File: src/rtl/mem_arbiter.sv
// mem_arbiter: shares the single-port data memory between the CPU load/store
// path (port 0) and the UART loader (port 1). One grant per cycle, forwarded
// combinationally to the memory. Read data comes back one cycle later and is
// routed to the port that issued the read.
//
// Handshake: a requester raises rN_req and holds we/addr/wdata stable until it
// sees rN_gnt high in the same cycle; that cycle is the access. Read data is
// returned with rN_rvalid exactly one cycle after the granted read; there is no
// ready/backpressure on the return path.
module mem_arbiter #(
    parameter int AW        = 32,
    parameter int DW        = 32,
    parameter int MAX_BURST = 8
) (
    input  logic          clk,
    input  logic          reset,
    input  logic          r0_req,
    input  logic          r0_we,
    input  logic [AW-1:0] r0_addr,
    input  logic [DW-1:0] r0_wdata,
    output logic          r0_gnt,
    output logic          r0_rvalid,
    output logic [DW-1:0] r0_rdata,
    input  logic          r1_req,
    input  logic          r1_we,
    input  logic [AW-1:0] r1_addr,
    input  logic [DW-1:0] r1_wdata,
    input  logic          r1_lock,
    output logic          r1_gnt,
    output logic          r1_rvalid,
    output logic [DW-1:0] r1_rdata,
    output logic          mem_en,
    output logic          mem_we,
    output logic [AW-1:0] mem_addr,
    output logic [DW-1:0] mem_wdata,
    input  logic [DW-1:0] mem_rdata,
    output logic          cpu_stall
);

    localparam int BW = $clog2(MAX_BURST + 1);
    localparam logic [BW-1:0] BURST_MAX = BW'(MAX_BURST);

    logic          prio_q, prio_d;           // port favoured on unlocked contention
    logic [BW-1:0] burst_cnt_q, burst_cnt_d; // locked port-1 grants while port 0 waits
    logic          rd_pend_q, rd_pend_d;     // a read was granted last cycle
    logic          rd_owner_q, rd_owner_d;   // which port issued that read

    logic gnt0, gnt1;

    // Grant decision: lone requester wins; contention resolved by bounded lock, else prio.
    always_comb begin
        gnt0 = 1'b0;
        gnt1 = 1'b0;
        if (r0_req && r1_req) begin
            if (r1_lock) begin
                if (burst_cnt_q < BURST_MAX) gnt1 = 1'b1;
                else                         gnt0 = 1'b1;
            end else if (prio_q) begin
                gnt1 = 1'b1;
            end else begin
                gnt0 = 1'b1;
            end
        end else begin
            gnt0 = r0_req;
            gnt1 = r1_req;
        end
    end

    // Memory port mux: forward the granted port's fields, all zero when idle.
    always_comb begin
        mem_en    = gnt0 | gnt1;
        mem_we    = 1'b0;
        mem_addr  = '0;
        mem_wdata = '0;
        if (gnt0) begin
            mem_we    = r0_we;
            mem_addr  = r0_addr;
            mem_wdata = r0_wdata;
        end else if (gnt1) begin
            mem_we    = r1_we;
            mem_addr  = r1_addr;
            mem_wdata = r1_wdata;
        end
    end

    // Next-state: fairness toggle, burst counter, and read-return tracking.
    always_comb begin
        prio_d      = prio_q;
        burst_cnt_d = burst_cnt_q;
        rd_pend_d   = 1'b0;
        rd_owner_d  = rd_owner_q;
        if (gnt0)      prio_d = 1'b1;
        else if (gnt1) prio_d = 1'b0;
        // The counter only measures how long port 0 has been kept waiting.
        if (gnt0 || !r0_req) begin
            burst_cnt_d = '0;
        end else if (gnt1 && burst_cnt_q != BURST_MAX) begin
            burst_cnt_d = burst_cnt_q + 1'b1;
        end
        if (mem_en && !mem_we) begin
            rd_pend_d  = 1'b1;
            rd_owner_d = gnt1;
        end
    end

    // State register with synchronous active-high reset.
    always_ff @(posedge clk) begin
        if (reset) begin
            prio_q      <= 1'b0;
            burst_cnt_q <= '0;
            rd_pend_q   <= 1'b0;
            rd_owner_q  <= 1'b0;
        end else begin
            prio_q      <= prio_d;
            burst_cnt_q <= burst_cnt_d;
            rd_pend_q   <= rd_pend_d;
            rd_owner_q  <= rd_owner_d;
        end
    end

    // Read return: a return pending while reset is high is dropped, not delivered.
    always_comb begin
        r0_gnt    = gnt0;
        r1_gnt    = gnt1;
        r0_rvalid = rd_pend_q & ~rd_owner_q & ~reset;
        r1_rvalid = rd_pend_q &  rd_owner_q & ~reset;
        r0_rdata  = r0_rvalid ? mem_rdata : '0;
        r1_rdata  = r1_rvalid ? mem_rdata : '0;
        cpu_stall = r0_req & ~gnt0;
    end

endmodule

File: config.mk
export PLATFORM = sky130hd
export DESIGN_NAME = mem_arbiter
export DESIGN_NICKNAME = d
export VERILOG_FILES = /design/src/rtl/mem_arbiter.sv
export SDC_FILE = /design/constraint.sdc
export NUM_CORES = 1
export LEC_CHECK = 0
export CAP_MARGIN = 40
export CORE_AREA = 2 2 117 119
export DETAILED_ROUTE_END_ITERATION = 10
export DIE_AREA = 0 0 119 121
export PLACE_DENSITY = 0.62
export SLEW_MARGIN = 20
export SYNTH_ARGS = -nofsm -noshare
export SYNTH_HDL_FRONTEND = slang
export SYNTH_SLANG_ARGS = --single-unit
File: constraint.sdc
create_clock -name clk -period 1.81 [get_ports clk]
set_input_delay 0.362 -clock clk [delete_from_list [all_inputs] [get_ports clk]]
set_output_delay 0.362 -clock clk [all_outputs]
set_load 0.03 [all_outputs]
Yosys cells after proc, flatten, opt, wreduce, memory -nomap -nowiden --
Cells that the tools add are included.
Cells by class: $add $sub $neg 1, multiply operators 0, divide/modulo/power cells 0, order comparisons 1, eq/ne operators 1, shifts and indexed selects 0, mux-type cells 19, bitwise logic cells 9, reduce and logical (&&, ||, !) cells 8
Operators by type and width (count):
- 2-to-1 mux 32 bit | 6
- 2-to-1 mux 1 bit | 13
- AND 1 bit | 5
- adder 4 x 1 -> 4 bit (second input constant) | 1
- < comparator 4 bit (second input constant) | 1
- != test 4 bit (second input constant) | 1
- logical AND 1 bit | 3
- NOT 1 bit | 3
- logical NOT 1 bit | 2
- nonzero test 2 bit | 1
- OR reduction 2 bit | 1
- logical OR 1 bit | 1
- OR 1 bit | 1
Storage, ports and cells: bits in registers 7, bits in latches 0, bits in writable memories 0, ROM bits 0, input port bits 167, output and inout bits 135, word-level logic and storage cells 43, memories kept 0

Depth between registers and ports, before layout --
Gate-level depths: netlist of run 1.
depth after elaboration 9, gate-level depth with buffers 6, depth with buffers taken out 6

Least setup slack after synthesis of run 1 --
No wires, ideal clock.
path type input to output, start in reset, end out r0_rdata[22], data arrival time 1538 ps, data required time 1448 ps, setup slack -90 ps, stages 3, path buffers 1, cells stage by stage nor3b_1 > clkbuf_1 > and2_1
Between the ends: longest elaborated chain between the ends 3
Ends and longest elaborated chain:
- start: declaration | RTL line 16 | input logic reset,
- NOT 1 bit | RTL line 125 | r0_rvalid = rd_pend_q & ~rd_owner_q & ~reset;
- AND 1 bit | RTL line 125
- via r0_rvalid | RTL line 22 | output logic r0_rvalid,
- 2-to-1 mux 32 bit | RTL line 127 | r0_rdata = r0_rvalid ? mem_rdata : '0;
- end: declaration | RTL line 23 | output logic [DW-1:0] r0_rdata,
The timed path passes the listed nets, and every way through them passes these cells.

Worst setup path after layout of run 1 --
start reg prio_q, end out mem_wdata[25]
Between the ends: longest elaborated chain between the ends 5, elaborated cells between the ends (all ways) 8, classes of those cells 8 x mux
Ends and longest elaborated chain:
- start: declaration | RTL line 43 | logic prio_q, prio_d;
- start signal: assignment | RTL line 114 | prio_q <= prio_d;
- 2-to-1 mux 1 bit | RTL line 58 | end else if (prio_q) begin
- 2-to-1 mux 1 bit | RTL line 55 | if (r1_lock) begin
- 2-to-1 mux 1 bit | RTL line 54 | if (r0_req && r1_req) begin
- 2-to-1 mux 32 bit | RTL line 79 | end else if (gnt1) begin
- 2-to-1 mux 32 bit (*) | RTL line 75 | if (gnt0) begin
- end: declaration | RTL line 35 | output logic [DW-1:0] mem_wdata,
Mark *: on every way between the ends. The rest lies on a longest branch, timed or not.

==> results.yml, run 1 <==
route:
  ant_nets: 0
  vias: 2922
  vias_per_cell: 4.22
  drt_wl_total_mm: 12.2
  drt-wirelength-per-cell_um: 17.6
  drtIter0Drc: 62
  dr.pass1.iters: 6
  drc_errors: 0
place:
  port_buffers: 301
  hpwl_mm: 9.18
  gp_congestion: 0.743
cts:
  clk_pin_slew_ns: 0.04
  ctsHtreeMaxLevel: 1
  cts_buffers: 3
  clk_latency_ns: 0.23
  clock-sinks: 7
  cts_tree: "done"
  ctsHoldBuffers: 0
  cts_root_buffer: "clkbuf_16"
  clk_path_buf_depth: 2
global_route:
  antenna_found_initial: 2
  grt_overflow: 0
  met2_usage_pct: 28.5
  grt_max_degree: 34
  grt_pass1_wl_mm: 17.0
  first_global_vias: 2991
  gr-usage-met3_pct: 4.23
  met1_usage_pct: 16.9
  grt_busiest_layer: "met2"
  track_usage_pct: 15.2
hold_path:
  min_delay_path_depth: 2
  hold_class: "flop to flop"
sta:
  slew_viol_final: 0
  relSlewSlack_pct: 78.8
  fin_ws_ns: -0.337
  timing_hold_violations_final: 0
  worstMarginPinSlew_ns: 0.318
  min_period_ns: 2.15
  rsz0062_at_grt: "true"
  setup_viol: 67
  period_share_pct: 119
  clock-skew-final_ns: 0.000328
  max_freq_mhz: 466
critical_path:
  cp_max_fo: 7
  critPathKind: "flop to output pin"
  worst_setup_path_end_kind: "output pin"
  required_ns: 1.45
  worstPathArrival_ns: 1.78
  start_kind: "flop"
  reg2regPathDepth: 6
logic_synthesis:
  synth-compound-area-share_pct: 44.5
  synthMuxAreaShare_pct: 0
  syn_nets: 363
  synth-adder-area-share_pct: 1.65
  ys_seq_area_share_pct: 9.22
  synth_top_family_by_area: "compound AO/OA/AOI/OAI gates"
  syn_inst: 194
  yosys_warnings: 0
  synth.distinct_cells: 31
  synth_area_sq_um: 1520
  synth_xor_area_share_pct: 0.576
  synth_area_per_cell_sq_um: 7.84
  ys_ff_latch: 7
  synth-simple-area-share_pct: 34.6
run_status:
  violations: "negative setup slack"
  status: "finished with violations"
finish:
  syn_to_final_growth_pct: 262
  fin_util_pct: 42.0
  layout_commonest_cell: "clkdlybuf4s50_1"
  layout_common_cells: "clkdlybuf4s50_1 (162), buf_4 (75), buf_6 (60), and2_1 (51), a22o_2 (38)"
  nets: 685
  drive_gt1_share_pct: 48.0
die:
  die_area_sq_um: 14400
  ios: 302
  die_y_um: 121
  core_area_sq_um: 13100
  fp.dieW_um: 119
  start_util_pct: 11.6
  rows: 42
pwr:
  p_total_mw: 2.17
  p_leak_nw: 2.44
  p_per_area_nw_per_um2: 394
  ir_worst_vdd_mv: 0.174
run:
  max_cap_viol_count: 0
[per-layer routing]
layer / vias to the layer above / part of all wire, %
li1: 1371 / -
met1: 1329 / 36
met2: 210 / 53
met3: 12 / 9.9
met4: 0 / 1.8
met5: - / 0
[through the flow]
step / cells / hold slack, ns / setup slack (ns) / instance area (sq um) / TNS, ns
after floorplan: 194 / 0.431 / 0.00604 / 1570 / 0
after global placement: 671 / 0.475 / -0.578 / 4800 / -47.53
after detailed placement: 671 / 0.481 / -0.634 / 4800 / -50.44
after CTS: 690 / 0.481 / -0.345 / 5420 / -18.30
after global routing: 693 / 0.504 / -0.398 / 5500 / -19.89
final: 693 / 0.478 / -0.337 / 5500 / -16.13
[synthesized netlist by cell type (all sizes together)]
library cell   n  area [sq um]
ha             2          25.0
o32ai          1          8.76
nor2           2          15.0
o31ai          2          28.8
o21a           1          8.76
nor2b          1          8.76
nor3b          1          7.51
xnor2          1          8.76
a21oi          4          20.0
or3            1          6.26
o311ai         1          16.3
or2            1          6.26
or3b           1          8.76
and2b          1          10.0
inv            5          18.8
o21ai          2          10.0
and2          65           407
a22o          65           569
dfxtp          7           140
clkbuf        10          37.5
nand3b         2          15.0
nand2b         3          18.8
nand2          1          3.75
and3b          1          8.76
a221oi         1          15.0
buf           10          87.6
nand3          2          10.0
[registers in the layout, summed over array words and instances, names as in the netlist]
signal	count
rd_pend_q	1
prio_q	1
rd_owner_q	1
burst_cnt_q	4
[final cells by class]
class                   count  area, sq um
fillers                  1253         7590
multi-input cells         162         1400
clock buffers               4         78.8
diodes                      2         5.00
flip-flops and latches      7          143
inverters                   5         21.3
well taps                 176          220
repair buffers            337         3630
[report_power, final]
part / total, mW / internal (mW) / switching (mW)
Clock: 0.383 / 0.294 / 0.0898
Sequential: 0.165 / 0.161 / 0.00401
Combinational: 1.62 / 0.912 / 0.707
[worst max-delay path, stage by stage (launching register included)]
cell     delay [ns]
dfxtp_2        0.31
and2b_4        0.17
o31ai_4        0.24
inv_4          0.08
buf_6          0.14
buf_12         0.12
buf_16         0.13
a22o_2         0.21
buf_6          0.14
[cells by family (layout without fill, tap and decap cells)]
logic type               Yosys count  after routing
AO/OA/AOI/OAI                     77             77
XOR/XNOR                           1              1
flip-flops                         7              7
adder cells (fa/ha/maj)            2              2
buffers and inverters             25            346
other                              0              2
AND/OR/NAND/NOR                   82             82
[path summary, 6_finish.rpt]
| check | start | slack, ns | end |
|---|---|---|---|
| min | prio_q | 0.48 | prio_q |
| max | prio_q | -0.34 | mem_wdata[25] |
| min reg2reg | prio_q | 0.48 | prio_q |
| max reg2reg | burst_cnt_q[0] | 0.28 | burst_cnt_q[2] |
[timing repair]
| item | CTS | global route |
|---|---|---|
| buffers inserted | 9 | 1 |
| setup endpoints to repair | 135 | 87 |
| resized for setup | 88 | 23 |
| pin swaps | 2 | 2 |
| cloned | 7 | 1 |
Note: power is estimated with default switching activity, not from simulation.
==> run 2, diff against run 1 <==
Settings changed: REMOVE_ABC_BUFFERS from default to 1.
==> results.yml, run 2 (same netlist as run 1, synthesis figures left out) <==
sta:
  fin_ws_ns: -0.312
  max_freq_mhz: 471
  slew_viol_final: 0
  min_period_ns: 2.12
  setup_viol: 82
  rsz0062_at_grt: "true"
  period_share_pct: 117
  timing_hold_violations_final: 0
  worstMarginPinSlew_ns: 0.342
  clock-skew-final_ns: 0.00252
  relSlewSlack_pct: 77.2
  setup_tns_ns: -18.51
global_route:
  grt_max_degree: 56
  grt_pass1_wl_mm: 18.5
  grt_overflow: 0
  first_global_vias: 3056
  track_usage_pct: 16.8
  antenna_found_initial: 0
critical_path:
  required_ns: 1.45
  start_kind: "flop"
  slowest_stage: "dfxtp_2"
  worstPathCellList: "and2b_4 -> buf_4 -> o31ai_4 -> inv_2 -> buf_12 -> a22o_4 -> buf_12"
  crit_start: "prio_q"
  cp_slowest_stage_delay_ns: 0.32
  crit_top_cell: "buf_12"
  worstPathArrival_ns: 1.76
  cp_max_fo: 55
  reg2reg_from: "burst_cnt_q[3]"
  critPathKind: "flop to output pin"
  worst_setup_path_end_kind: "output pin"
run_status:
  violations: "negative setup slack"
  status: "finished with violations"
route:
  drc_errors: 0
  dr_wl_met2_mm: 7.15
  highest_layer: "met4"
  drt-wirelength-per-cell_um: 18.9
  drt_wl_total_mm: 13.2
  drtIter0Drc: 63
  met3_length_um: 949
  vias: 2986
  wl_met1_mm: 4.95
  ant_nets: 0
  dr.pass1.iters: 4
  vias_per_cell: 4.27
finish:
  syn_to_final_growth_pct: 274
  nets: 693
  layout_commonest_cell: "clkdlybuf4s50_1"
  regMostFlops: "burst_cnt_q"
  nFillCells: 1220
  layout_common_cells: "clkdlybuf4s50_1 (162), buf_6 (89), a22o_1 (59), buf_4 (55), and2_1 (41)"
  largest_reg_flops: 4
  drive_gt1_share_pct: 43.4
  diodes: 0
die:
  start_util_pct: 11.6
  ios: 302
  die_y_um: 121
  die_area_sq_um: 14400
  rows: 42
  core_area_sq_um: 13100
  fp.dieW_um: 119
run:
  max_cap_viol_count: 0
cts:
  clock-sinks: 7
  clk_latency_ns: 0.23
  ctsHoldBuffers: 0
  clk_pin_slew_ns: 0.04
  clk_path_buf_depth: 2
  cts_root_buffer: "clkbuf_16"
  ctsHtreeMaxLevel: 1
  cts_buffers: 3
  cts_tree: "done"
place:
  hpwl_mm: 8.93
  port_buffers: 301
  gp_congestion: 0.839
pwr:
  ir_worst_vdd_mv: 0.201
  p_int_mw: 1.40
  sw_frac_of_total_pct: 37.0
  combPwrFrac_pct: 75.7
  p_per_area_nw_per_um2: 391
  p_switching_mw: 0.823
  p_total_mw: 2.23
  seqPwrFrac_pct: 7.4
  p_leak_nw: 2.53
  clockPowerShare_pct: 16.9
hold_path:
  hold_class: "primary input to flop"
  hp-start: "reset"
-- run 2: final timing paths --
kind | slack (ns) | depth (start not counted) | end
max | -0.31 | 7 | mem_addr[23]
min | 0.40 | 2 | rd_owner_q
max reg2reg | 0.12 | 9 | rd_pend_q
min reg2reg | 0.49 | 2 | prio_q
-- run 2: final cells by class --
cell class / instances / area [sq um] / area share, %
Inverter: 5 / 18.8 / 0.330
Multi-Input combinational cell: 162 / 1370 / 24.1
Sequential cell: 7 / 146 / 2.57
Timing Repair Buffer: 345 / 3850 / 67.7
Tap cell: 176 / 220 / 3.87
Clock buffer: 4 / 78.8 / 1.39
-- run 2: critical path: cells and delay by family (launching register included) --
family          cells  cell delay, ns
buf+inv             4            0.53
compound gates      2            0.47
flops               1            0.32
simple gates        1            0.16
-- run 2: timing repair --
item	CTS	global route
setup endpoints to repair	135	100
cloned	11	2
gates resized for setup	106	52
setup buffers	15	4
pin swaps	47	30
-- run 2: power groups by stage --
stage	registers, mW	logic (mW)	clock network (mW)
global placement	0.166	1.35	0
floorplan	0.165	0.573	0
CTS	0.165	1.66	0.382
global route	0.165	1.76	0.400
finish	0.164	1.69	0.377
detailed placement	0.166	1.36	0
-- run 2: per-layer routing --
metal	track usage, %	vias to the layer above
li1	-	1388
met4	3.27	0
met5	0	-
met3	3.76	9
met1	19.0	1390
met2	32.1	199
-- run 2: per-stage QoR --
stage / util (%) / hold slack, ns / cell area [sq um] / cells / setup WS, ns
5_1_grt: 43.5 / 0.406 / 5690 / 699 / -0.334
4_1_cts: 42.4 / 0.398 / 5540 / 699 / -0.319
2_1_floorplan: - / 0.431 / 1400 / 174 / -1.17
3_3_place_gp: 35.9 / 0.471 / 4700 / 669 / -0.610
3_5_place_dp: 35.9 / 0.481 / 4700 / 669 / -0.636
6_report: 43.5 / 0.398 / 5690 / 699 / -0.312
==> run 3, diff against run 2 <==
Settings changed: CTS_CLUSTER_DIAMETER from default to 100, GPL_TIMING_DRIVEN from default to 0.
==> results.yml, run 3 (same netlist as run 1, synthesis figures left out) <==
place:
  pre_cts_ws_ns: -1.50
  hpwl_mm: 8.66
  port_buffers: 301
  gp_congestion: 0.853
global_route:
  first_global_vias: 3246
  grt_pass1_wl_mm: 19.0
  antenna_found_initial: 0
  grt_max_degree: 21
  grt_overflow: 0
  track_usage_pct: 17.1
cts:
  cts_buffers: 3
  clk_pin_slew_ns: 0.04
  ctsHtreeMaxLevel: 1
  clk_path_buf_depth: 2
  cts_root_buffer: "clkbuf_16"
  ctsHoldBuffers: 0
  clock-sinks: 7
  cts_tree: "done"
  clk_latency_ns: 0.23
sta:
  period_share_pct: 119
  min_period_ns: 2.15
  rsz0062_at_grt: "true"
  clock-skew-final_ns: 0.000670
  worst_hold_slack_ns: 0.446
  slew_viol_final: 0
  timing_hold_violations_final: 0
  worstMarginPinSlew_ns: 0.352
  relSlewSlack_pct: 76.5
  max_freq_mhz: 465
  setup_tns_ns: -19.95
  setup_viol: 67
  fin_ws_ns: -0.340
finish:
  layout_commonest_cell: "clkdlybuf4s50_1"
  layout_common_cells: "clkdlybuf4s50_1 (162), buf_6 (82), a22o_1 (59), and2_1 (59), clkdlybuf4s15_2 (31)"
  nets: 685
  fin_util_pct: 41.0
  regMostFlops: "burst_cnt_q"
  syn_to_final_growth_pct: 253
  diodes: 0
  largest_reg_flops: 4
  drive_gt1_share_pct: 38.8
pwr:
  p_leak_nw: 2.32
  ir_worst_vdd_mv: 0.236
  p_per_area_nw_per_um2: 398
critical_path:
  worst_setup_path_end_kind: "output pin"
  crit_start: "prio_q"
  worstPathArrival_ns: 1.79
  reg2reg_from: "prio_q"
  required_ns: 1.45
  critPathKind: "flop to output pin"
  start_kind: "flop"
  cp_max_fo: 6
die:
  rows: 42
  core_area_sq_um: 13100
  ios: 302
  fp.dieW_um: 119
  die_area_sq_um: 14400
  start_util_pct: 11.6
  die_y_um: 121
hold_path:
  hp-start: "reset"
  hold_class: "primary input to flop"
route:
  drc_errors: 0
  vias: 2946
  vias_per_cell: 4.26
  drtIter0Drc: 59
  dr.pass1.iters: 4
  ant_nets: 0
  drt-wirelength-per-cell_um: 19.0
  drt_wl_total_mm: 13.1
run_status:
  status: "finished with violations"
  violations: "negative setup slack"
run:
  max_cap_viol_count: 0
## run 3: worst max-delay path: stages, from the launching register on
cell	delay [ns]
dfxtp_1	0.30
and2b_4	0.18
o31ai_4	0.36
buf_12	0.26
inv_16	0.05
a22o_4	0.23
buf_6	0.14
## run 3: power breakdown
group	internal (mW)	switching [mW]	total (mW)
combinational	0.846	0.739	1.58
clock	0.294	0.0922	0.386
sequential	0.159	0.00763	0.166
total	1.30	0.839	2.14
## run 3: path summary, 6_finish.rpt
path	to	slack, ns	cells past startpoint
worst min register to register	prio_q	0.48	2
worst max register to register	rd_pend_q	0.16	6
worst min-delay path	rd_owner_q	0.45	2
worst max-delay path	mem_wdata[7]	-0.34	6
## run 3: layout make-up
cell class	count	area, sq um
timing repair buffer	326	3400
inverter	5	35.0
fill	1271	7720
sequential	7	151
tap	176	220
timing repair inverter	8	118
multi-input combinational	165	1360
clock buffer	4	78.8
## run 3: routing by layer
metal  global-route usage (%)  part of all wire (%)
met5                        0                     0
met4                     2.90                  0.58
met3                     3.85                   7.6
met2                     33.8                    53
met1                     18.6                    39
## run 3: what timing repair did
action / in CTS / in global routing
setup buffers: 21 / 1
gates resized for setup: 784 / 73
pin swaps: 17 / 8
gates cloned: 14 / 0
setup endpoints to repair: 139 / 110
## run 3: through the flow
step | cell area [sq um] | instances | power [mW]
finish | 5370 | 691 | 2.14
global route | 5370 | 691 | 2.22
CTS | 5350 | 693 | 2.14
detailed placement | 4700 | 654 | 1.51
global placement | 4630 | 651 | 1.49
floorplan | 1400 | 174 | 0.738
==> RTL edit: new RTL, config.mk and constraints of run 2 <==
Change the parameter `MAX_BURST` from 8 to 4.
--- a/src/rtl/mem_arbiter.sv
+++ b/src/rtl/mem_arbiter.sv
@@ -12,3 +12,3 @@
     parameter int DW        = 32,
-    parameter int MAX_BURST = 8
+    parameter int MAX_BURST = 4
 ) (
Function: changed (Yosys sat finds a counterexample within 10 cycles, from zero or initial values and one cycle with reset high).
==> RTL edit against run 2 <==
- the flow still finishes with violations (negative setup slack)
- design area is 5.7% lower
- total power decreased by 8.4%
- sequential power shrank 13%
- area after synthesis grew 5.1%
- clock skew about the same
- core utilization fell by 2.5 points
- fmax grew 8.0%
- via count grew 1.4%
- count of clock-buffer cells in the layout is 1 lower
- worst setup slack better by 160 ps
- routed wire length decreased by 9.9%
- sequential cell count fell by 1
- critical path type unchanged
==> RTL edit: results (changes against run 2) <==
[placement]
place_ws_ps = -598  ; +38.0 ps
dp_hpwl_mm = 8.93  ; about the same
dp_cells = 672  ; +0.45%
dpl_cell_area_um2 = 4740  ; +0.91%

[critical_path]
reg2reg_from = prio_q
worst-path-max-fanout = 22  ; -60%
cp.arrival_ps = 1600  ; -160 ps
rr_worst_depth = 5  ; -4

[layout]
largest_register_ffs = 3  ; -1
final_layout_size_suffix_gt1_frac = 0.457  ; +0.0225
nFillCells = 1270  ; +4.1%

[timing]
fin_ws_ps = -155  ; +158 ps
fin_hold_ws_ps = 517  ; +119 ps
fin_setup_tns_ps = -8280  ; +10230 ps
clock_skew_ps = 3.00  ; +0.477 ps
worstMarginPinSlew_ps = 362  ; +20.6 ps
setup_viol = 65  ; -21%

[yosys]
synthTopCellsByArea = a32o_1 40%, and2_1 25%, dfxtp_1 7.5%, clkbuf_1 4.2%, buf_6 2.8%
synth-xor-area-share = 0  ; -0.00576
syn_avg_cell_area_um2 = 7.76  ; -1.0%
synthMuxAreaShare = 0.0125  ; +0.0125
synth-compound-area-share = 0.482  ; +0.0371
synthDistinctLibCells = 29  ; -6.5%
synthAdderAreaFrac = 0.0157  ; -0.000799
yosysSeqAreaShare = 0.0752  ; -0.0170

[outcome]
outcome = finished, violations left
violations = negative setup slack

[grt]
grt_pass1_vias = 3127  ; +2.3%
track_usage = 0.152  ; -0.0158
grt_max_degree = 41  ; -27%
grt_pass1_wl_mm = 17.6  ; -5.1%

[route]
wl_per_cell_um = 17.4  ; -7.7%
via_count = 3029  ; +1.4%

[power]
internal-power_w = 0.00125  ; -11%
vdd_drop_max_v = 0.000204  ; +1.5%
p_leak_nw = 2.37  ; -6.3%

[min_path]
whs_path_depth = 3  ; +1

RTL edit: cell types whose count changed after synthesis, sizes merged, moves of 4 or more:
cell	delta
a21oi	-4
a22o	-65
clkbuf	+8
o211ai	+4
a32o	+64
RTL edit: layer usage:
metal / GRT usage / part of all wire / up-vias
met5: 0 / 0 / -
met4: 0.0238 / 0.0069 / 0
met3: 0.0315 / 0.079 / 7
met2: 0.277 / 0.50 / 187
met1: 0.187 / 0.41 / 1415
li1: - / - / 1420
RTL edit: area by class of cell:
class	count	share of cell area
Sequential cell	6	0.0231
Timing Repair Buffer	327	0.645
Multi-Input combinational cell	165	0.273
Clock buffer	3	0.0140
Inverter	5	0.00350
Tap cell	176	0.0411
RTL edit: worst max-delay path, stage by stage (launching register included):
cell     delay, ps
dfxtp_2        310
nor2b_4        140
o31a_4         340
buf_12         180
a32o_2         250
buf_12         140
RTL edit: worst max path at each step:
stage,end,slack [ps],cells past startpoint
after floorplan,cpu_stall,-3420,3
after global placement,mem_addr[29],-520,7
after detailed placement,mem_wdata[14],-600,6
after CTS,mem_addr[14],-160,7
after global routing,mem_addr[29],-200,7
final,mem_wdata[15],-150,5
RTL edit: what timing repair did:
item                                    CTS  global route
resized for setup                       127            29
pin swaps                                53            11
setup buffers                             3             1
gates cloned                              3             0
endpoints found under the setup margin  135            88
endpoints found under the hold margin     0             0
RTL edit: power by group through the flow:
stage	combinational (W)	clock [W]	sequential, W
floorplan	0.000573	0	0.000142
global placement	0.00135	0	0.000143
detailed placement	0.00135	0	0.000143
CTS	0.00152	0.000375	0.000143
global route	0.00160	0.000384	0.000143
finish	0.00153	0.000368	0.000143
